--- config.mk ---
export PLATFORM = sky130hd
export DESIGN_NAME = rr_mux_arbiter
export DESIGN_NICKNAME = d
export VERILOG_FILES = /design/src/rtl/rr_arb_pkg.sv /design/src/rtl/rr_pick_n.sv /design/src/rtl/rr_mux_arbiter.sv
export SDC_FILE = /design/constraint.sdc
export NUM_CORES = 1
export LEC_CHECK = 0
export CAP_MARGIN = 20
export CORE_ASPECT_RATIO = 0.75
export CORE_MARGIN = 1
export CORE_UTILIZATION = 44
export CTS_CLUSTER_SIZE = 16
export DETAILED_ROUTE_END_ITERATION = 12
export HOLD_SLACK_MARGIN = 0.12
export PLACE_DENSITY = 0.95
export SYNTH_ARGS = -nofsm -noshare
export SYNTH_HDL_FRONTEND = slang
export SYNTH_SLANG_ARGS = --single-unit
export TNS_END_PERCENT = 20
--- constraint.sdc ---
create_clock -name clk -period 10.1 [get_ports clk]
set_clock_uncertainty 0.1 [all_clocks]
set_input_delay 1.01 -clock clk [delete_from_list [all_inputs] [get_ports clk]]
set_output_delay 1.01 -clock clk [all_outputs]
set_load 0.01 [all_outputs]
--- src/rtl/rr_arb_pkg.sv ---
// Shared types, defaults and round-robin pick helper for the rr_mux_arbiter family.
// Latency: n/a (package only).
// Backpressure: n/a (package only).
package rr_arb_pkg;

    typedef enum logic {
        IDLE  = 1'b0,
        GRANT = 1'b1
    } arb_state_e;

    localparam int RR_DEF_N       = 8;
    localparam int RR_DEF_DATA_W  = 8;
    localparam int RR_DEF_TIMEOUT = 16;

    // Widest request vector the helper accepts; callers zero-extend into it.
    localparam int RR_MAX_N   = 32;
    localparam int RR_IDX_W   = $clog2(RR_MAX_N);

    // Circular first-set search over req[0..n-1], starting just after 'last'.
    // Returns the winning index, or -1 when no bit is set.
    function automatic int rr_pick(input logic [RR_MAX_N-1:0] req,
                                   input int                  last,
                                   input int                  n);
        int pick;
        int idx;
        pick = -1;
        for (int k = 1; k <= RR_MAX_N; k++) begin
            idx = (last + k) % n;
            if ((k <= n) && (pick < 0) && req[idx[RR_IDX_W-1:0]]) begin
                pick = idx;
            end
        end
        return pick;
    endfunction

endpackage

--- src/rtl/rr_pick_n.sv ---
// Combinational round-robin priority picker: first set request after ptr_i, wrapping.
// Latency: 0 cycles (pure combinational).
// Backpressure: none; found_o=0 and idx_o=0 when no request is set.
// Ports: req_i (N requests), ptr_i (last winner), idx_o (winner), found_o (any request).
module rr_pick_n
    import rr_arb_pkg::*;
#(
    parameter  int N     = RR_DEF_N,
    localparam int SEL_W = $clog2(N)
) (
    input  logic [N-1:0]     req_i,
    input  logic [SEL_W-1:0] ptr_i,
    output logic [SEL_W-1:0] idx_o,
    output logic             found_o
);

    logic [RR_MAX_N-1:0] req_ext;
    int                  pick;

    always_comb begin
        req_ext        = '0;
        req_ext[N-1:0] = req_i;
        pick           = rr_pick(req_ext, int'(ptr_i), N);
        found_o        = (pick >= 0);
        idx_o          = found_o ? pick[SEL_W-1:0] : '0;
    end

endmodule

--- src/rtl/rr_mux_arbiter.sv ---
// Round-robin packet arbiter driving a shared N:1 valid/ready mux; grant held until a last beat.
// Latency: 1 cycle from valid seen in IDLE to first possible transfer; 1 beat/cycle within a packet.
// Backpressure: out_ready is routed to the granted requester only; others see in_ready=0 and wait.
// Ports: clk, rst_n (async active-low); in_valid/in_data/in_last/in_ready per requester;
//        out_valid/out_data/out_last/out_ready downstream; sel (registered grant index), busy.
// Option: define RR_ARB_TIMEOUT_EN to add the TIMEOUT parameter, an idle-beat release counter
//         and the timeout_o pulse output.
module rr_mux_arbiter
    import rr_arb_pkg::*;
#(
    parameter  int N       = RR_DEF_N,
    parameter  int DATA_W  = RR_DEF_DATA_W,
`ifdef RR_ARB_TIMEOUT_EN
    parameter  int TIMEOUT = RR_DEF_TIMEOUT,
`endif
    localparam int SEL_W   = $clog2(N)
) (
    input  logic                clk,
    input  logic                rst_n,
    input  logic [N-1:0]        in_valid,
    input  logic [N*DATA_W-1:0] in_data,
    input  logic [N-1:0]        in_last,
    output logic [N-1:0]        in_ready,
    output logic                out_valid,
    output logic [DATA_W-1:0]   out_data,
    output logic                out_last,
    input  logic                out_ready,
    output logic [SEL_W-1:0]    sel,
    output logic                busy
`ifdef RR_ARB_TIMEOUT_EN
    ,
    output logic                timeout_o
`endif
);

    arb_state_e       state_q, state_d;
    logic [SEL_W-1:0] sel_q, sel_d;
    logic [SEL_W-1:0] last_q, last_d;
    logic             busy_q, busy_d;

    logic [SEL_W-1:0] win_idx;
    logic             win_found;
    logic             xfer;

    // Unpacked view of the packed data bus so the mux index is exactly SEL_W bits.
    logic [DATA_W-1:0] data_arr [N];

    for (genvar i = 0; i < N; i++) begin : g_unpack
        assign data_arr[i] = in_data[i*DATA_W +: DATA_W];
    end

`ifdef RR_ARB_TIMEOUT_EN
    localparam int TO_W = $clog2(TIMEOUT + 1);
    logic [TO_W-1:0] to_cnt_q, to_cnt_d;
    logic            timeout_q, timeout_d;
`endif

    rr_pick_n #(
        .N (N)
    ) u_pick (
        .req_i   (in_valid),
        .ptr_i   (last_q),
        .idx_o   (win_idx),
        .found_o (win_found)
    );

    always_comb begin
        state_d   = state_q;
        sel_d     = sel_q;
        last_d    = last_q;
        busy_d    = busy_q;
        out_valid = 1'b0;
        out_data  = '0;
        out_last  = 1'b0;
        in_ready  = '0;
        xfer      = 1'b0;
`ifdef RR_ARB_TIMEOUT_EN
        to_cnt_d  = to_cnt_q;
        timeout_d = 1'b0;
`endif
        unique case (state_q)
            IDLE: begin
                if (win_found) begin
                    state_d = GRANT;
                    sel_d   = win_idx;
                    last_d  = win_idx;
                    busy_d  = 1'b1;
`ifdef RR_ARB_TIMEOUT_EN
                    to_cnt_d = '0;
`endif
                end
            end
            GRANT: begin
                out_valid       = in_valid[sel_q];
                out_data        = data_arr[sel_q];
                out_last        = in_last[sel_q];
                in_ready[sel_q] = out_ready;
                xfer            = in_valid[sel_q] && out_ready;
                if (xfer && in_last[sel_q]) begin
                    state_d = IDLE;
                    busy_d  = 1'b0;
                end
`ifdef RR_ARB_TIMEOUT_EN
                if (xfer) begin
                    to_cnt_d = '0;
                end else if (!in_valid[sel_q]) begin
                    // Release on the TIMEOUT-th consecutive idle grant cycle.
                    if (to_cnt_q == TO_W'(TIMEOUT - 1)) begin
                        to_cnt_d  = '0;
                        state_d   = IDLE;
                        busy_d    = 1'b0;
                        timeout_d = 1'b1;
                    end else begin
                        to_cnt_d = to_cnt_q + TO_W'(1);
                    end
                end
`endif
            end
            default: begin
                state_d = IDLE;
                busy_d  = 1'b0;
            end
        endcase
    end

    always_ff @(posedge clk or negedge rst_n) begin
        if (!rst_n) begin
            state_q <= IDLE;
            sel_q   <= '0;
            // Pointer starts at N-1 so the first search begins at requester 0.
            last_q  <= SEL_W'(N - 1);
            busy_q  <= 1'b0;
        end else begin
            state_q <= state_d;
            sel_q   <= sel_d;
            last_q  <= last_d;
            busy_q  <= busy_d;
        end
    end

`ifdef RR_ARB_TIMEOUT_EN
    always_ff @(posedge clk or negedge rst_n) begin
        if (!rst_n) begin
            to_cnt_q  <= '0;
            timeout_q <= 1'b0;
        end else begin
            to_cnt_q  <= to_cnt_d;
            timeout_q <= timeout_d;
        end
    end

    assign timeout_o = timeout_q;
`endif

    assign sel  = sel_q;
    assign busy = busy_q;

endmodule

==> flow_metrics.tcl <==
set metrics [dict create \
    die_h_um 60.4 \
    dr_wl_met2_um 3270 \
    drt-met1-wl_um 3070 \
    switchingPower_mw 0.506 \
    path_clk_slew_ps 50 \
    postSynth.asyncResetShare 1.00 \
    start_util 0.476 \
    area_growth_pct 55.3 \
    mostFrequentLayoutCell "clkdlybuf4s50_1" \
    run_status "finished, final reports clean" \
    port_buffers 104 \
    numCtsBuffers 3 \
    crit_type "reg2reg" \
    antenna_found_initial 0 \
    diodes 0 \
    drt_pass1_iterations 5 \
    synthFlopType "dfrtp_1" \
    hp-start "busy" \
    rows 20 \
    grt_overflow 0 \
    place_congestion 0.994 \
    cts_resized 0 \
    grt_pass1_wl_um 10600 \
    crit_arrival_ps 4080 \
    final_cell_mix "clkdlybuf4s50_1 (104), mux2i_1 (31), nor2_1 (26), nand2_1 (21), mux4_2 (14)" \
    critPathMaxFanout 25 \
    whs_ps 389 \
    whs_endpoint "busy" \
    startpoint "last_q[0]" \
    cts_tree "built" \
    vias 2314 \
    die_area_um2 4820 \
    num_io_pins 105 \
    num-nets-final 412 \
    reg2reg_from "last_q[0]" \
    route.detailed.drc 0 \
    ant_nets 0 \
    yosysUniqueCellTypes 56 \
    slowest_stage "dfstp_2" \
    synth_edf_count 0 \
    routed_wl_um 6810 \
    cts.sinks 8 \
    avgSynthCellArea_um2 8.51 \
    syn-num-nets 320 \
    drv_slew 0 \
    intPower_mw 0.512 \
    drt_iter0_drc 207 \
    min_period_over_period 0.402 \
    netlist_instances 235 \
    power_density_nw_per_um2 328 \
    dp.final_hpwl_um 5340 \
    grt_max_degree 42 \
    power_frac_comb 0.847 \
    slew_headroom 0.386 \
    crit_chain "inv_1, ha_1, mux2_1, nand2b_1, o221ai_2, nand4b_1, o31ai_2, nand2b_1, o211a_1" \
    fill_cells 315 \
    required_ps 10110 \
    ys_seq_elements 8 \
    hold_depth 2 \
    crit_top_cell "nand2b_1" \
    max-clock-path-buffers 2 \
    slowest_delay_ps 870 \
    final_layout_size_suffix_gt1_frac 0.138 \
    r2r_cells 9 \
    post-route-min-period_ps 4060 \
    post_drt_wl_per_cell_um 17.9 \
    seq_power_share 0.112 \
    worst_slew_pin_slew_ps 920 \
    p_leak_nw 1.22 \
    p_sw_frac 0.497 \
    postCtsSetupBuffers 0 \
    worstSetupEndpointType "flip-flop" \
    rrSetupSlack_ps 6040 \
    netlist_area_um2 2000 \
    ir_worst_vdd_mv 0.256 \
    holdBufCountCts 0 \
    r2r-end "sel[1]" \
    top_layer_used "met4" \
    insertion_delay_ps 230 \
    rsz0062_at_grt "no" \
    synth_warnings 0 \
    grt_usage 0.286 \
    final_hold_viol_count 0 \
    clock_power_share 0.041 \
    finalSetupViolCount 0 \
    ys_seq_area_frac 0.102 \
    dr_wl_met3_um 388 \
    die_w_um 79.8 \
    h-tree-depth 1 \
    min_path_type "reg2reg" \
    first_global_vias 2182 \
    maxCapViolCount 0 \
    detail_route.vias_per_cell 6.07 \
    setup_tns_ps 0 \
    start_kind "flip-flop" \
    root_buffer "clkbuf_8" \
    fmax_mhz 246 \
    core_area_um2 4200 \
]
==> power by group through the flow <==
stage | Clock [mW] | Sequential [mW] | Combinational [mW]
floorplan | 0 | 0.0689 | 0.637
global placement | 0 | 0.128 | 0.803
detailed placement | 0 | 0.129 | 0.817
CTS | 0.0422 | 0.129 | 0.822
global route | 0.0444 | 0.121 | 0.925
finish | 0.0417 | 0.114 | 0.863
==> flip-flops by register name, indices dropped and copies added, names as in the netlist <==
name	cells
sel	3
state_q	1
last_q	3
busy	1
==> layer usage <==
| layer | vias up | track usage |
|---|---|---|
| met5 | - | 0 |
| met4 | 0 | 0.0689 |
| met3 | 10 | 0.0436 |
| met2 | 101 | 0.493 |
| met1 | 1117 | 0.382 |
| li1 | 1086 | - |
==> Yosys cell counts (2+ instances only) <==
library cell	count	area [µm²]
nand2_1	21	78.8
a31oi_1	6	37.5
a21oi_1	3	15.0
nand3b_1	2	15.0
clkbuf_1	10	37.5
nor2_1	26	97.6
mux4_2	14	315
a22o_1	2	17.5
o22ai_1	5	31.3
dfstp_2	3	78.8
buf_2	5	25.0
inv_1	9	33.8
o21ai_0	6	30.0
o21a_1	5	37.5
dfrtp_1	5	125
a21o_1	4	30.0
and3_1	2	12.5
xnor2_2	2	32.5
mux2i_1	31	310
nor3_1	3	15.0
o211ai_1	3	22.5
a22oi_1	6	45.0
ha_1	2	25.0
buf_1	3	11.3
o221ai_2	3	45.0
nand3_1	10	50.1
mux2_2	11	124
nand2b_1	4	25.0
nor4b_1	2	17.5
==> stage by stage <==
step,area [µm²],util,setup WS (ps),instances,power (mW)
2_1_floorplan,2000,-,6820,235,0.706
3_3_place_gp,3030,0.721,6220,376,0.931
3_5_place_dp,3030,0.721,6150,376,0.947
4_1_cts,3080,0.732,6130,380,0.994
5_1_grt,3100,0.738,5820,381,1.09
6_report,3100,0.738,6040,381,1.02
==> critical path: cells and delay by family (launching register included) <==
kind                     cells  cell delay [ps]
flip-flops                   1              870
multiplexers                 1              400
buffers and inverters        1              210
adder cells (fa/ha/maj)      1              750
AO/OA/AOI/OAI                3              990
AND/OR/NAND/NOR              3              610
==> cell type report <==
| cell class | instances | area (µm²) | area share |
|---|---|---|---|
| inverter | 9 | 33.8 | 0.0109 |
| sequential | 8 | 204 | 0.0657 |
| tap | 55 | 68.8 | 0.0222 |
| multi-input combinational | 199 | 1680 | 0.540 |
| clock buffer | 4 | 45.0 | 0.0145 |
| timing repair buffer | 106 | 1080 | 0.347 |
==> cell families after synthesis <==
kind of cell / share of synthesized area
compound gates: 0.224
buf+inv: 0.0594
simple gates: 0.189
fa+ha+maj: 0.0125
flops: 0.102
mux: 0.388
xor+xnor: 0.0250
==> worst max path at each step <==
stage	slack (ps)	depth (start not counted)	end
global placement	6220	7	out_valid
detailed placement	6150	7	out_valid
global route	5820	9	sel[1]
CTS	6130	7	out_valid
finish	6040	9	sel[1]
floorplan	6820	12	sel[1]
No activity file was read; power rests on OpenSTA's default activity.
